[config.mk]
export PLATFORM = sky130hd
export DESIGN_NAME = conv1_window_sequencer
export DESIGN_NICKNAME = d
export VERILOG_FILES = /design/src/rtl/conv1_window_sequencer.sv
export SDC_FILE = /design/constraint.sdc
export NUM_CORES = 1
export LEC_CHECK = 0
export CAP_MARGIN = 20
export CORE_MARGIN = 10
export CORE_UTILIZATION = 40
export CTS_CLUSTER_SIZE = 14
export DETAILED_ROUTE_END_ITERATION = 7
export GPL_ROUTABILITY_DRIVEN = 0
export HOLD_SLACK_MARGIN = 0.03
export PLACE_DENSITY = 0.67
export SYNTH_ARGS = -nofsm -noshare
export SYNTH_HDL_FRONTEND = slang
export SYNTH_SLANG_ARGS = --single-unit
[constraint.sdc]
create_clock -name clk -period 3.2 [get_ports clk]
set_input_delay 0.96 -clock clk [delete_from_list [all_inputs] [get_ports clk]]
set_output_delay 0.96 -clock clk [all_outputs]
set_load 0.03 [all_outputs]
[src/rtl/conv1_window_sequencer.sv]
// conv1_window_sequencer
// Sequences one convolution pass of the CONV1 datapath: walks the output
// feature map in raster order (column fastest), issues one kernel-window
// load per cycle to the image/weight ROM, tracks results through the DPU
// pipeline and writes them into the output FIFO under credit flow control.
//
// Ports:
//   clk        rising-edge clock
//   rst        synchronous active-high reset
//   start      begin a pass (sampled only when idle)
//   busy       high from the cycle after accepted start until done inclusive
//   done       one-cycle pulse at end of pass
//   win_valid  ROM loads the window at (win_row, win_col) this cycle
//   win_row    signed window origin row    = out_row*STRIDE-PADDING
//   win_col    signed window origin column = out_col*STRIDE-PADDING
//   dpu_en     win_valid delayed DPU_LATENCY-1 cycles
//   fifo_wr    win_valid delayed DPU_LATENCY cycles
//   fifo_rd    consumer popped one FIFO entry (returns one credit)
//   out_count  number of fifo_wr pulses in the current pass
module conv1_window_sequencer #(
    parameter int unsigned IMAGE_WIDTH = 32,
    parameter int unsigned KERNEL_SIZE = 5,
    parameter int unsigned STRIDE      = 1,
    parameter int unsigned PADDING     = 0,
    parameter int unsigned DPU_LATENCY = 2,
    parameter int unsigned FIFO_DEPTH  = 784,
    localparam int unsigned OUT_DIM = (IMAGE_WIDTH - KERNEL_SIZE + 2 * PADDING) / STRIDE + 1,
    localparam int unsigned CW      = $clog2(IMAGE_WIDTH + PADDING) + 1,
    localparam int unsigned NW      = $clog2(OUT_DIM * OUT_DIM + 1)
) (
    input  logic                 clk,
    input  logic                 rst,
    input  logic                 start,
    output logic                 busy,
    output logic                 done,
    output logic                 win_valid,
    output logic signed [CW-1:0] win_row,
    output logic signed [CW-1:0] win_col,
    output logic                 dpu_en,
    output logic                 fifo_wr,
    input  logic                 fifo_rd,
    output logic [NW-1:0]        out_count
);

    localparam int unsigned RCW = (OUT_DIM > 1) ? $clog2(OUT_DIM) : 1;
    localparam int unsigned CRW = $clog2(FIFO_DEPTH + 1);

    localparam logic [RCW-1:0] LAST_IDX   = RCW'(OUT_DIM - 1);
    localparam logic [CRW-1:0] CREDIT_MAX = CRW'(FIFO_DEPTH);

    typedef enum logic [1:0] {
        S_IDLE,
        S_ISSUE,
        S_DRAIN,
        S_DONE
    } state_t;

    state_t                  state, state_nxt;
    logic [RCW-1:0]          out_row, out_row_nxt;
    logic [RCW-1:0]          out_col, out_col_nxt;
    logic [CRW-1:0]          credits, credits_nxt;
    logic [DPU_LATENCY-1:0]  pipe, pipe_nxt;
    logic                    win_valid_nxt;
    logic signed [CW-1:0]    win_row_nxt, win_col_nxt;
    logic                    busy_nxt, done_nxt;
    logic [NW-1:0]           out_count_nxt;
    logic                    want_issue;

    // Window origin from an output-map index (may be negative with padding).
    function automatic logic signed [CW-1:0] origin(input logic [RCW-1:0] idx);
        return $signed(CW'(32'(idx) * STRIDE)) - $signed(CW'(PADDING));
    endfunction

    // DPU enable taps the pipeline one stage before the FIFO write.
    if (DPU_LATENCY == 1) begin : g_dpu_direct
        assign dpu_en = win_valid;
    end else begin : g_dpu_pipe
        assign dpu_en = pipe[DPU_LATENCY-2];
    end
    assign fifo_wr = pipe[DPU_LATENCY-1];

    // State register and all registered outputs.
    always_ff @(posedge clk) begin
        if (rst) begin
            state     <= S_IDLE;
            out_row   <= '0;
            out_col   <= '0;
            credits   <= CREDIT_MAX;
            pipe      <= '0;
            win_valid <= 1'b0;
            win_row   <= '0;
            win_col   <= '0;
            busy      <= 1'b0;
            done      <= 1'b0;
            out_count <= '0;
        end else begin
            state     <= state_nxt;
            out_row   <= out_row_nxt;
            out_col   <= out_col_nxt;
            credits   <= credits_nxt;
            pipe      <= pipe_nxt;
            win_valid <= win_valid_nxt;
            win_row   <= win_row_nxt;
            win_col   <= win_col_nxt;
            busy      <= busy_nxt;
            done      <= done_nxt;
            out_count <= out_count_nxt;
        end
    end

    // Next-state, counters, credits and next output values.
    always_comb begin
        state_nxt     = state;
        out_row_nxt   = out_row;
        out_col_nxt   = out_col;
        credits_nxt   = credits;
        pipe_nxt      = '0;
        win_row_nxt   = win_row;
        win_col_nxt   = win_col;
        out_count_nxt = out_count;
        want_issue    = 1'b0;

        // Credits: an issue consumes one, a pop returns one; a pop at full
        // credit with nothing issued has nothing to return.
        if (win_valid) begin
            credits_nxt = credits - CRW'(1) + CRW'(fifo_rd);
        end else if (fifo_rd && (credits != CREDIT_MAX)) begin
            credits_nxt = credits + CRW'(1);
        end

        // Result-in-flight shift register; bit i is win_valid delayed i+1.
        pipe_nxt[0] = win_valid;
        for (int unsigned i = 1; i < DPU_LATENCY; i++) begin
            pipe_nxt[i] = pipe[i-1];
        end

        if (fifo_wr) begin
            out_count_nxt = out_count + NW'(1);
        end

        case (state)
            S_IDLE: begin
                if (start) begin
                    state_nxt     = S_ISSUE;
                    out_row_nxt   = '0;
                    out_col_nxt   = '0;
                    win_row_nxt   = origin('0);
                    win_col_nxt   = origin('0);
                    out_count_nxt = '0;
                    want_issue    = 1'b1;
                end
            end
            S_ISSUE: begin
                want_issue = 1'b1;
                if (win_valid) begin
                    if ((out_row == LAST_IDX) && (out_col == LAST_IDX)) begin
                        // Last window issued; coordinates hold on it.
                        state_nxt  = S_DRAIN;
                        want_issue = 1'b0;
                    end else begin
                        if (out_col == LAST_IDX) begin
                            out_col_nxt = '0;
                            out_row_nxt = out_row + RCW'(1);
                        end else begin
                            out_col_nxt = out_col + RCW'(1);
                        end
                        win_row_nxt = origin(out_row_nxt);
                        win_col_nxt = origin(out_col_nxt);
                    end
                end
            end
            S_DRAIN: begin
                // Leave once the final fifo_wr is on the outputs now.
                if (pipe_nxt == '0) begin
                    state_nxt = S_DONE;
                end
            end
            S_DONE: begin
                state_nxt = S_IDLE;
            end
            default: begin
                state_nxt = S_IDLE;
            end
        endcase

        win_valid_nxt = want_issue && (credits_nxt != '0);
        busy_nxt      = (state_nxt != S_IDLE);
        done_nxt      = (state_nxt == S_DONE);
    end

endmodule

**Word-level counts from Yosys, hierarchy flattened**

Index checks and enable logic that the tools add are counted.

- Word-level logic and storage cells: 66
- Register bits: 49
- Bits of input ports: 4
- Output and inout bits: 27

- Mux-type cells: 30
- Equality and inequality tests: 10
- Add/sub/neg operators: 6
- Reductions and logical operators: 9

Operator list:

| operator | number |
|---|---|
| $mux W10 | 5 |
| $mux W5 | 7 |
| $mux W6 | 5 |
| $pmux W6 S2 | 2 |
| $add A10 B1 Y10 const B | 2 |
| $pmux W5 S2 | 2 |
| $add A10 B1 Y10 | 1 |
| $add A5 B1 Y5 const B | 2 |
| $eq A5 B5 Y1 const B | 2 |
| $ne A10 B10 Y1 const B | 1 |
| $reduce_bool A10 Y1 | 1 |
| $sub A10 B1 Y10 const B | 1 |
| $mux W2 | 4 |
| $pmux W2 S4 | 1 |
| $eq A2 B2 Y1 const B | 3 |
| $ne A2 B2 Y1 const B | 3 |
| $logic_not A2 Y1 | 2 |
| $reduce_and A4 Y1 | 1 |
| $reduce_bool A2 Y1 | 2 |
| $logic_and A1 B1 Y1 | 3 |
| $mux W1 | 3 |
| $eq A2 B1 Y1 const B | 1 |
| $pmux W1 S2 | 1 |

**Depth between registers and ports, before layout**

- Depth after elaboration: 6
- Mapped depth: 10

**Worst setup path after synthesis**

OpenSTA, ideal clock, no wires.

- Kind: input to register
- Start: input port fifo_rd
- End: register win_valid
- Cell stages on the path: 10
- Setup slack: 0.509 ns
- Arrival time: 2.560 ns
- Buffers on the path: 1
- Path through: clkbuf_1 -> inv_1 -> ha_1 -> ha_1 -> nand4bb_1 -> or3_1 -> nand4_1 -> a2bb2oi_1 -> nor4b_1 -> a31oi_1

- Word-level cells in the longest chain between the ends: 5
- Elaborated cells between the ends (all ways): 6
- Classes of those cells: 1 x add/sub; 2 x mux; 3 x reduce/logical

Ends and longest elaborated chain:

| what | RTL line | text |
|---|---|---|
| start, declared | 41 | `input logic fifo_rd,` |
| parallel branches: the longest is 2 deep, another holds $add A10 B1 Y10 | - |  |
| $mux W10 * | 125 | `if (win_valid) begin` |
| $reduce_bool A10 Y1 * | 186 | `win_valid_nxt = want_issue && (credits_nxt != '0);` |
| $logic_and A1 B1 Y1 * | 186 |  |
| end signal, assigned | 102 | `win_valid <= win_valid_nxt;` |
| end, declared | 36 | `output logic win_valid,` |

Every way passes the cells marked *.
A chain may end at the register's enable or synchronous reset.

**Worst setup path in the final report**

Ends and elaborated chain as after synthesis.

==> impl_metrics.csv <==
group,metric,value,unit
cts,cts_sinks,37,
yosys,synth-edff-count,0,
global_routing,grt_start_max_net_pins,17,
sta,fin_crit,2740,ps
yosys,synth_seq_area_share,40.0,%
worst_setup_path,reg2reg_depth,6,
yosys,ys.warnings.count,0,
yosys,netlist.area_leader.share,40.0,%
cts,holdBufCountCts,0,
worst_setup_path,cp_max_fo,5,
hold_path,hold_path_end,"done",
sta,finalSetupViolations,0,
worst_setup_path,r2r-start,"credits[5]",
global_routing,track_usage,10.4,%
yosys,synth-seq-cells,37,
yosys,synth_area,0.00185,mm²
sta,clock_skew,5.69,ps
yosys,syn_inst,205,
worst_setup_path,cp-start-kind,"primary input",
global_routing,grt_pass1_vias,1433,
cts,cts-root-buf,"clkbuf_8",
yosys,yosysTopAreaCell,"dfxtp_1",
power_and_ir_drop,pwr_density_cell,495,mW/mm²
floorplan,die-area,0.00775,mm²
cts,post_cts_resized,0,
drt,routedWlPerCell,14.0,µm
worst_setup_path,crit_path_end_kind,"flip-flop",
worst_setup_path,rrSetupSlack,960,ps
hold_path,hp-class,"reg -> reg",
final_layout,area_delta_synth_final,23.7,%
global_routing,antenna_found_initial,0,
global_routing,grt_overflow_total,0,
yosys,synth.top_cells.by_area,"dfxtp_1 40%, xor2_1 8.0%, nor2_1 5.5%",
cts,htree_levels,2,
yosys,synth.distinct_cells,43,
floorplan,ioPinCount,31,
cts,clk_path_buf_depth,2,
drt,drtPass1Iterations,4,
cts,cts_buffers,5,
yosys,synth.top_cells.by_count,"37 x dfxtp_1, 27 x nor2_1, 17 x xor2_1",
worst_setup_path,critPathArrivalTime,2900,ps
final_layout,n_antenna_cell,0,
drt,via_per_inst,5.38,
placed_design,portBuffers,28,
sta,worstMarginPinSlew,519,ps
sta,fin_crit_sh,85.6,%
sta,slew_headroom,65.4,%
yosys,syn_area_per_cell,9.03,µm²
drt,first_iter_violations,20,
final_layout,final.fill_count,448,
hold_path,whs_path_depth,1,
run,cap_violations,0,
sta,tns,0,ps
drt,ant_nets,0,
yosys,synth_top_flop_cell,"dfxtp_1",
sta,hold_viol_final,0,
drt,drc,0,
cts,clk_pin_slew_worst_paths,80,ps
sta,rsz0062_at_grt,"no",
power_and_ir_drop,ir_worst_vdd,0.206,mV
final_layout,nNetsFinal,242,
floorplan,row_count,24,
yosys,async_flop_share,0,%
drt,drt_wl_total,3.97,mm
drt,vias,1528,
final_layout,drive_gt1_share,7.33,%
final_layout,layout.cells.non_filler,284,
run_status,status,"completed",
floorplan,die_h,88.0,µm
power_and_ir_drop,p_leak,0.796,nW
yosys,synth_most_common_cell,"dfxtp_1",
floorplan,die_x,88.0,µm
placed_design,dp_cells,276,
hold_path,hp-start,"pipe[0]",
global_routing,grt_pass1_wl,6.57,mm
floorplan,start_util,42.0,%
worst_setup_path,worst_ep_required_time,3360,ps
worst_setup_path,path_class,"in -> reg",
cts,cts_setup_buffers,0,
cts,clkLatencyLatePin,290,ps
sta,drv_slew,0,
worst_setup_path,r2r_end,"win_valid",
cts,cts_tree,"yes",
floorplan,coreArea,0.00441,mm²
sta,max_freq,365,MHz
placed_design,dp_hpwl,2.93,mm
[final cells by class]
type / instances / area (µm²) / area share, %
Multi-Input combinational cell: 151 / 1030 / 44.8
Sequential cell: 37 / 741 / 32.3
Timing Repair Buffer: 31 / 303 / 13.2
Clock buffer: 5 / 68.8 / 3.00
Clock inverter: 3 / 68.8 / 3.00
Tap cell: 52 / 65.1 / 2.84
Inverter: 5 / 18.8 / 0.819
[placed cells by master, fill, tap and decap left out, types with 3 or more instances in the layout]
master	count
nand4b_1	4
nand4_1	15
nor2_1	27
or2_2	4
nand2_1	9
ha_1	7
dfxtp_1	37
buf_4	3
clkdlybuf4s50_1	28
o32ai_1	3
nor3_1	4
clkbuf_8	5
nor2b_1	4
inv_1	5
o21ai_0	4
nand2b_1	3
a21oi_1	5
or3_1	4
nor4_1	3
xor2_1	17
nand3_1	5
xnor2_1	9
[worst max path at each step]
stage                        from         to  slack (ps)  cells past startpoint
after detailed placement  fifo_rd  win_valid         170                     10
after global routing      fifo_rd  win_valid         270                     10
final                     fifo_rd  win_valid         460                     10
after floorplan           fifo_rd  win_valid         510                     10
after CTS                 fifo_rd  win_valid         480                     10
after global placement    fifo_rd  win_valid         220                     10
[per-layer routing]
| layer | part of all wire [%] | track usage (%) |
|---|---|---|
| met1 | 45 | 12.1 |
| met2 | 47 | 17.9 |
| met3 | 6.6 | 2.97 |
| met4 | 1.2 | 3.42 |
| met5 | 0 | 0 |
[critical path: stages]
cell             delay, ps
clkdlybuf4s50_1        420
inv_1                   60
ha_1                   190
ha_1                   200
nand4bb_1              180
o21ai_0                210
nand4_1                120
a2bb2oi_1              150
nor4b_1                290
a31oi_1                120
[power by group]
group	total (W)	leakage, nW	switching (W)	internal [W]
Combinational	0.000144	0.427	0.0000786	0.0000655
Sequential	0.000504	0.301	0.0000277	0.000476
Clock	0.000486	0.0687	0.000172	0.000314
Total	0.00113	0.796	0.000278	0.000855
[stage by stage]
stage	hold WS [ps]	total power [W]	setup slack [ps]	cell area, µm²	utilization, %
5_1_grt	537	0.00118	266	2290	51.9
3_3_place_gp	494	0.000658	222	2150	48.8
3_5_place_dp	501	0.000659	167	2150	48.8
6_report	499	0.00113	461	2290	51.9
2_1_floorplan	512	0.000619	509	1860	-
4_1_cts	509	0.00115	481	2290	51.9
[state kept, by name (all words and copies together), names as in the netlist]
| register | flops |
|---|---|
| credits | 10 |
| win_valid | 1 |
| busy | 1 |
| pipe | 2 |
| win_col | 5 |
| done | 1 |
| state | 2 |
| out_count | 10 |
| win_row | 5 |
[logic make-up after synthesis]
group | synth area share, %
DFF | 40.0
muxes | 1.08
and+or+nand+nor | 26.8
adders and majority gates | 4.73
AOI/OAI and AO/OA | 10.1
xor gates and xnor gates | 12.3
buffers and inverters | 4.80
other | 0.203
(Power assumes the default switching activity.)
